<file path="config.mk">
export PLATFORM = sky130hd
export DESIGN_NAME = seq_shifter
export DESIGN_NICKNAME = d
export VERILOG_FILES = /design/src/rtl/seq_shifter.sv
export SDC_FILE = /design/constraint.sdc
export NUM_CORES = 1
export LEC_CHECK = 0
export BUFFER_PORTS_ARGS = -buffer_cell sky130_fd_sc_hd__buf_4
export CORE_MARGIN = 3
export CORE_UTILIZATION = 53
export CTS_CLUSTER_SIZE = 14
export DETAILED_ROUTE_END_ITERATION = 12
export GPL_TIMING_DRIVEN = 0
export PLACE_DENSITY = 0.78
export SLEW_MARGIN = 20
export SYNTH_ARGS = -nofsm -noshare
export SYNTH_HDL_FRONTEND = slang
export SYNTH_SLANG_ARGS = --single-unit
</file>
<file path="constraint.sdc">
create_clock -name clk -period 1.9 [get_ports clk]
set_input_delay 0.19 -clock clk [delete_from_list [all_inputs] [get_ports clk]]
set_output_delay 0.19 -clock clk [all_outputs]
set_load 0.01 [all_outputs]
</file>
<file path="src/rtl/seq_shifter.sv">
// Sequential bit-serial shifter: captures an operand, shifts it one bit per
// cycle in the selected mode, and registers the final value on completion.
module seq_shifter #(
  parameter int WIDTH = 8,
  parameter int SHW   = $clog2(WIDTH)
) (
  input  logic             clk,
  input  logic             rst_n,
  input  logic             start,
  input  logic [WIDTH-1:0] a,
  input  logic [SHW-1:0]   amt,
  input  logic [1:0]       mode,
  output logic             busy,
  output logic             done,
  output logic [WIDTH-1:0] result
);

  localparam logic [1:0] S_IDLE  = 2'd0;
  localparam logic [1:0] S_SHIFT = 2'd1;
  localparam logic [1:0] S_DONE  = 2'd2;

  localparam logic [1:0] M_LSR = 2'b00;
  localparam logic [1:0] M_ASR = 2'b01;
  localparam logic [1:0] M_LSL = 2'b10;
  localparam logic [1:0] M_ROR = 2'b11;

  logic [1:0]       state;
  logic [SHW-1:0]   cnt;
  logic [WIDTH-1:0] work;
  logic [1:0]       mode_q;
  logic [WIDTH-1:0] stepped;

  // ASR replicates the working MSB; under ASR that bit never changes, so it
  // always equals the captured operand MSB.
  function automatic logic [WIDTH-1:0] shift1(input logic [WIDTH-1:0] v,
                                              input logic [1:0]       m);
    logic [WIDTH-1:0] r;
    r = v;
    case (m)
      M_LSR:   r = {1'b0, v[WIDTH-1:1]};
      M_ASR:   r = {v[WIDTH-1], v[WIDTH-1:1]};
      M_LSL:   r = {v[WIDTH-2:0], 1'b0};
      M_ROR:   r = {v[0], v[WIDTH-1:1]};
      default: r = v;
    endcase
    return r;
  endfunction

  always_comb stepped = shift1(work, mode_q);

  // NOTE: every register here is small control/datapath state, so all of it
  // is reset; nonblocking assignments keep each edge's updates simultaneous.
  always_ff @(posedge clk or negedge rst_n) begin
    if (!rst_n) begin
      state  <= S_IDLE;
      cnt    <= '0;
      work   <= '0;
      mode_q <= M_LSR;
      result <= '0;
    end else begin
      case (state)
        S_IDLE: begin
          if (start) begin
            work   <= a;
            mode_q <= mode;
            cnt    <= amt;
            if (amt != '0) begin
              state <= S_SHIFT;
            end else begin
              result <= a;
              state  <= S_DONE;
            end
          end
        end
        S_SHIFT: begin
          work <= stepped;
          cnt  <= cnt - 1'b1;
          if (cnt == SHW'(1)) begin
            result <= stepped;
            state  <= S_DONE;
          end
        end
        S_DONE:  state <= S_IDLE;
        default: state <= S_IDLE;
      endcase
    end
  end

  assign busy = (state == S_SHIFT);
  assign done = (state == S_DONE);

endmodule

</file>
Word level (Yosys, flattened, before mapping)
Cells that the tools add are included.
{"block": "classes", "n_mux": 13, "n_addsub": 1, "eq_ne": 9, "reduce_logical": 8}
{"op": "$mux 8", "n": 4}
{"op": "$pmux 8 s2", "n": 2}
{"op": "$pmux 8 s4", "n": 1}
{"op": "$eq 2x2->1 const B", "n": 3}
{"op": "$mux 2", "n": 3}
{"op": "$pmux 3 s2", "n": 1}
{"op": "$reduce_and 2->1", "n": 3}
{"op": "$eq 2x1->1 const B", "n": 2}
{"op": "$logic_not 2->1", "n": 2}
{"op": "$ne 2x2->1 const B", "n": 2}
{"op": "$pmux 2 s2", "n": 1}
{"op": "$reduce_and 4->1", "n": 1}
{"op": "$eq 3x1->1 const B", "n": 1}
{"op": "$mux 3", "n": 1}
{"op": "$reduce_bool 3->1", "n": 1}
{"op": "$sub 3x1->3 const B", "n": 1}
{"op": "$ne 2x1->1 const B", "n": 1}
{"op": "$reduce_bool 2->1", "n": 1}
{"block": "word_totals", "input_bits": 16, "register_bits": 23, "wordCells": 36, "output_inout_bits": 10}

Depth between registers and ports, before layout
Gate-level depths: netlist of run 1.
{"block": "depth", "depth_word": 4, "depth_mapped": 7, "mapped_depth_nobuf": 6}

Worst setup path after synthesis of run 1
No wires, ideal clock.
{"block": "synth_timing", "kind": "register to register", "start": "register cnt[0]", "end": "register result[0]", "n_path_buf": 0, "path_stages_with_launch": 6, "setup_slack_ps": 417, "arrival_ps": 1358, "synth_period_minus_slack_ps": 1483, "t_required_ps": 1775, "cell_sequence": "dfrtp_1 ha_1 and3b_1 o221ai_4 inv_4 mux2_4"}
{"block": "synth_between", "elab_chain_len": 3}
{"element": "start, declared", "line_no": "28", "rtl": "logic [SHW-1:0] cnt;"}
{"element": "start signal, assigned", "line_no": "66", "rtl": "cnt <= amt;"}
{"element": "start signal, assigned", "line_no": "77", "rtl": "cnt <= cnt - 1'b1;"}
{"element": "$eq 3x1->1", "line_no": "78", "rtl": "if (cnt == SHW'(1)) begin"}
{"element": "$ne 2x1->1 (no source line)"}
{"element": "$reduce_and 4->1 (no source line)"}
{"element": "end signal, assigned", "line_no": "79", "rtl": "result <= stepped;"}
{"element": "end, declared", "line_no": "15", "rtl": "output logic [WIDTH-1:0] result"}
No other way between the ends.
A chain may end at the register's enable or synchronous reset.

Worst setup path after layout of run 1
{"block": "layout_timing", "start": "register cnt[0]", "end": "register result[7]"}
Same word-level chain as after synthesis.

==> results.md, run 1 <==
- Status: completed
- Placer Congestion: 0.768
- CTS max path bufs: 2
- Mapped Nets: 148
- Post-route cell area: 0.00152 sq mm
- CTS Hold Bufs: 1
- Setup bufs post-CTS: 0
- Final hold violations: 0
- Die width: 54.9 microns
- Final min period: 1.65 ns
- H-tree levels: 1
- Leakage: 0.707 nW
- Clock tree from TritonCTS: yes
- CP endpoint kind: register
- Pwr per Cell Area: 1720 mW/mm^2
- Post-synthesis cell area: 0.00126 sq mm
- Area Growth Syn to Fin: 20.5%
- Total GRT Usage: 22.7%
- Number of library cell types mapped by synthesis: 30
- N_diodes: 0
- Number of global-route vias before repair: 1,131
- Critical Path AT: 1.85 ns
- First-pass DRT Iterations: 4
- Final setup violation count: 0
- GRT overflow: 0
- Inst Count DP: 183
- Starting Density: 56.6%
- Vias: 1,099
- Count leader, synth: dfrtp_1
- Clock transition at path regs: 0.14 ns
- Setup TNS: 0 ns
- Crit start category: register
- Cells after Synth: 130
- Core area: 0.00223 sq mm
- FF+latch count, synth: 23
- Clk_skew: 0.0112 ns
- Post-synth EDFFs: 0
- Asr flop ratio synth: 100%
- Area share of the largest cell type after synthesis: 45.5%
- IO Port Bufs: 25
- Crit path max fanout: 5
- Seq/Total Area, Yosys: 45.5%
- Rel. slew slack: 66.5%
- Placement-stage cell area: 0.00149 sq mm
- WS Path Type: register to register
- Die height: 54.9 microns
- Via-to-Cell Ratio: 5.85
- Largest net degree at the start of global routing: 24
- Drt first-iter violations: 29
- Initial antenna violation count: 0
- Unrepaired setup endpoints after global routing: no
- List of most frequent post-synthesis cells: 23 x dfrtp_1, 16 x nor2_1, 11 x nand2_1, 10 x o22ai_1, 9 x inv_1
- Worst path required time: 2.10 ns
- First-pass GRT wire length: 4.95 mm
- DR WL/cell: 15.6 microns
- Main area contributors after synthesis: dfrtp_1 45%, o22ai_1 4.9%, a221oi_1 4.8%
- Post-detail-place hpwl: 2.12 mm
- CTS Sinks: 23
- Yosys warnings: 0
- Final #Nets: 179
- Num rows: 17
- I/O pins: 26
- Antenna viol nets, final: 0
- CTS buffer count: 3
- Final Max Tran Viols: 0
- Hold Path Class: input port to register
- Reg2Reg Setup Slack: 0.25 ns
- Root buffer cell: clkbuf_4
- Final core utilization: 68.2%
- FMAX: 607 MHz
- Clk Latency, worst-skew pair: 0.31 ns
- Routed WL: 2.93 mm
- DR DRC count: 0
- Area leader, netlist: dfrtp_1
- Max-Cap Viols: 0
- Max VDD drop: 1.07 mV
- Ys flop type: dfrtp_1
- Die Area: 0.00301 sq mm
- Tcrit/Tclk final: 86.8%
- Share of layout cells above drive strength 1: 28.7%
- Total power: 0.00262 W
- Cells resized by post-CTS repair: 0
- Syn Area/Cell: 9.73 sq um
- Fin cells: 188
- Slew @ Worst Pin: 0.502 ns
-- critical path: stages (launching register included) --
cell      delay (ns)
dfrtp_1         0.45
ha_1            0.24
and3b_1         0.20
o221ai_4        0.27
inv_4           0.07
mux2_4          0.30
-- per-layer routing --
| metal | vias up | track usage, % | wire (microns) |
|---|---|---|---|
| met3 | 5 | 3.54 | 157 |
| met2 | 35 | 39.0 | 1470 |
| met1 | 531 | 28.2 | 1270 |
| met5 | - | 0 | 0 |
| met4 | 0 | 8.30 | 27 |
| li1 | 528 | - | - |
-- path summary, 6_finish.rpt --
check / depth (start not counted) / endpoint / startpoint
worst min register to register: 2 / result[4] / result[4]
worst max-delay path: 5 / result[7] / cnt[0]
min in group asynchronous: 2 / result[5] / rst_n
worst min-delay path: 2 / mode_q[1] / mode[1]
worst max register to register: 5 / result[7] / cnt[0]
max in group asynchronous: 2 / result[7] / rst_n
-- flip-flops by register name, summed over array words and instances, names as in the netlist --
register	cells
work	8
mode_q	2
state	2
result	8
cnt	3
-- where the power goes --
part           total, W  switching [W]  leakage (nW)  internal, W
logic           0.00145       0.000776         0.422     0.000674
registers      0.000938       0.000196         0.270     0.000741
clock network  0.000231       0.000149        0.0150    0.0000818
-- per-stage QoR --
step | setup WS (ns) | hold slack, ns
2_1_floorplan | 0.417 | -0.106
3_3_place_gp | 0.312 | 0.100
3_5_place_dp | 0.290 | 0.0991
4_1_cts | 0.270 | 0.108
5_1_grt | 0.224 | 0.104
6_report | 0.251 | 0.102
-- cell usage in the layout (no fill, tap or decap), drive strengths merged, types with 3 or more instances in the layout --
master   n
clkbuf   5
nor2b    3
a21oi    5
a211oi   6
nor2    16
nand2b   3
mux2     6
a221oi   7
buf     31
nand2   11
o22ai   10
inv     12
o21ai    5
o31ai    6
dfrtp   23
-- kinds of logic after synthesis --
logic type      count (synthesis)  synth area share [%]
flops                          23                  45.5
buf+inv                        20                  8.51
simple gates                   37                  13.7
compound gates                 42                  24.4
fa+ha+maj                       2                  1.98
mux                             6                  5.93
-- layout make-up --
| class | instances | area (sq um) |
|---|---|---|
| Buffer | 7 | 56.3 |
| Clock buffer | 4 | 26.3 |
| Fill cell | 190 | 709 |
| Inverter | 13 | 51.3 |
| Multi-Input combinational cell | 87 | 582 |
| Sequential cell | 23 | 576 |
| Tap cell | 28 | 35.0 |
| Timing Repair Buffer | 26 | 198 |
(Power assumes the default switching activity.)
==> run 2: changes to the inputs <==
--- a/config.mk
+++ b/config.mk
@@ -5,7 +5,7 @@
 export SDC_FILE = /design/constraint.sdc
 export NUM_CORES = 1
 export LEC_CHECK = 0
-export BUFFER_PORTS_ARGS = -buffer_cell sky130_fd_sc_hd__buf_4
+export BUFFER_PORTS_ARGS = -buffer_cell sky130_fd_sc_hd__buf_2
 export CORE_MARGIN = 3
 export CORE_UTILIZATION = 53
 export CTS_CLUSTER_SIZE = 14
==> constraint.sdc (replaced) <==
create_clock -name clk -period 1.9 [get_ports clk]
set_input_delay 0.19 -clock clk [delete_from_list [all_inputs] [get_ports clk]]
set_output_delay 0.19 -clock clk [all_outputs]
set_load 0.005 [all_outputs]
==> results.md, run 2 (synthesized netlist as in run 1, its figures left out) <==
- CTS Sinks: 23
- Vias: 1,102
- Number of global-route vias before repair: 1,039
- Hold Path Class: input port to register
- DR WL/cell: 14.9 microns
- Routed WL: 2.79 mm
- Final setup violation count: 0
- Critical Path AT: 1.84 ns
- IO Port Bufs: 25
- Slew @ Worst Pin: 0.508 ns
- Max-Cap Viols: 0
- Clock transition at path regs: 0.13 ns
- Max VDD drop: 1.14 mV
- Post-detail-place hpwl: 2.07 mm
- Placement-stage cell area: 0.00143 sq mm
- CTS max path bufs: 2
- CTS Hold Bufs: 1
- Die Area: 0.00301 sq mm
- Tcrit/Tclk final: 85.7%
- Register area: 576 sq um
- Num rows: 17
- P_int: 0.00143 W
- FMAX: 614 MHz
- Initial antenna violation count: 0
- Total GRT Usage: 21.2%
- Largest net degree at the start of global routing: 24
- Commonest non-fill, non-tap cell in the layout: buf_2
- Buf+Inv Stages, Crit Path: 1
- Crit start category: register
- Largest stage delay on the critical path: 0.45 ns
- WS Path Type: register to register
- Largest registers: result: 8 flops, work: 8 flops, cnt: 3 flops
- CTS buffer count: 3
- Comb pwr share: 53.7%
- Share of layout cells above drive strength 1: 28.7%
- Area Growth Syn to Fin: 15.5%
- First-pass DRT Iterations: 4
- Sw Pwr: 0.00106 W
- Clk Latency, worst-skew pair: 0.31 ns
- DR DRC count: 0
- Starting Density: 56.6%
- Leakage: 0.688 nW
- Multi-input logic area: 582 sq um
- Setup bufs post-CTS: 0
- Cells resized by post-CTS repair: 0
- Count of filler cells inserted in the layout: 209
- CP cell instances: ha_1, and3b_1, o221ai_4, inv_4, mux2_4
- Flop pwr share: 37.2%
- Status: completed
- Clk_skew: 0.00213 ns
- Final #Nets: 179
- Placer Congestion: 0.771
- Clock group share of total power: 9.1%
- I/O pins: 26
- Die height: 54.9 microns
- Sw Ratio: 42.5%
- Unrepaired setup endpoints after global routing: no
- Cell family with most CP delay: flip-flops
- H-tree levels: 1
- Crit path max fanout: 5
- Root buffer cell: clkbuf_4
- Post-route cell area: 0.00146 sq mm
- Most frequent cells in the layout: 25 x buf_2, 23 x dfrtp_1, 16 x nor2_1
- Via-to-Cell Ratio: 5.86
- N_diodes: 0
- Final hold violations: 0
- Final Max Tran Viols: 0
- Antenna viol nets, final: 0
- Drt first-iter violations: 30
- Die width: 54.9 microns
- Final min period: 1.63 ns
- Worst path required time: 2.11 ns
- CP endpoint kind: register
- Pwr per Cell Area: 1700 mW/mm^2
- First-pass GRT wire length: 4.61 mm
- Setup TNS: 0 ns
- Core area: 0.00223 sq mm
- GRT overflow: 0
- Rel. slew slack: 66.2%
- Crit path max-delay cell type: dfrtp_1
- Clock tree from TritonCTS: yes
run 2: cell counts in the layout (fill, tap and decap cells not counted):
No cell type changed its count.
run 2: per-stage QoR:
stage | instances | utilization [%] | hold slack [ns] | setup slack [ns] | total power (W)
final | 188 | 65.4 | 0.108 | 0.271 | 0.00249
after global routing | 188 | 65.4 | 0.109 | 0.196 | 0.00273
after CTS | 188 | 65.4 | 0.102 | 0.259 | 0.00251
after detailed placement | 183 | 63.8 | 0.187 | 0.284 | 0.00228
after global placement | 183 | 63.8 | 0.183 | 0.305 | 0.00222
after floorplan | 130 | - | -0.106 | 0.417 | 0.00189
run 2: final cells by class:
type                       instances  area share [%]
clock buffer                       4            1.80
inverter                          13            3.51
multi-input combinational         87            39.8
timing repair buffer              26            9.25
tap                               28            2.40
sequential                        23            39.4
buffer                             7            3.85
run 2: power groups by stage:
stage / Sequential (W) / Combinational [W] / Clock (W)
finish: 0.000927 / 0.00134 / 0.000228
global placement: 0.000918 / 0.00130 / 0
detailed placement: 0.000940 / 0.00134 / 0
global route: 0.000965 / 0.00152 / 0.000253
floorplan: 0.000904 / 0.000991 / 0
CTS: 0.000929 / 0.00135 / 0.000232
run 2: worst register-to-register path: cells and delay by family (launching register included):
kind	cells	cell delay, ns
muxes	1	0.30
buffers and inverters	1	0.07
adders and majority gates	1	0.24
and+or+nand+nor	1	0.20
AOI/OAI and AO/OA	1	0.28
DFF	1	0.45
run 2: routing by layer:
layer  up-vias  track usage, %  routed length [microns]
li1        533               -                        -
met1       534            27.5                     1190
met2        33            34.8                     1430
met3         2            3.00                      156
met4         0            8.71                       13
met5         -               0                        0
run 2: path summary, 6_finish.rpt:
check | from | to | slack (ns) | depth (start not counted)
min in group asynchronous | rst_n | work[4] | 0.36 | 2
hold reg to reg | result[4] | result[4] | 0.49 | 2
setup reg to reg | cnt[0] | result[7] | 0.27 | 5
hold / removal | mode[0] | mode_q[0] | 0.11 | 2
max in group asynchronous | rst_n | cnt[2] | 1.20 | 2
setup / recovery | cnt[0] | result[7] | 0.27 | 5
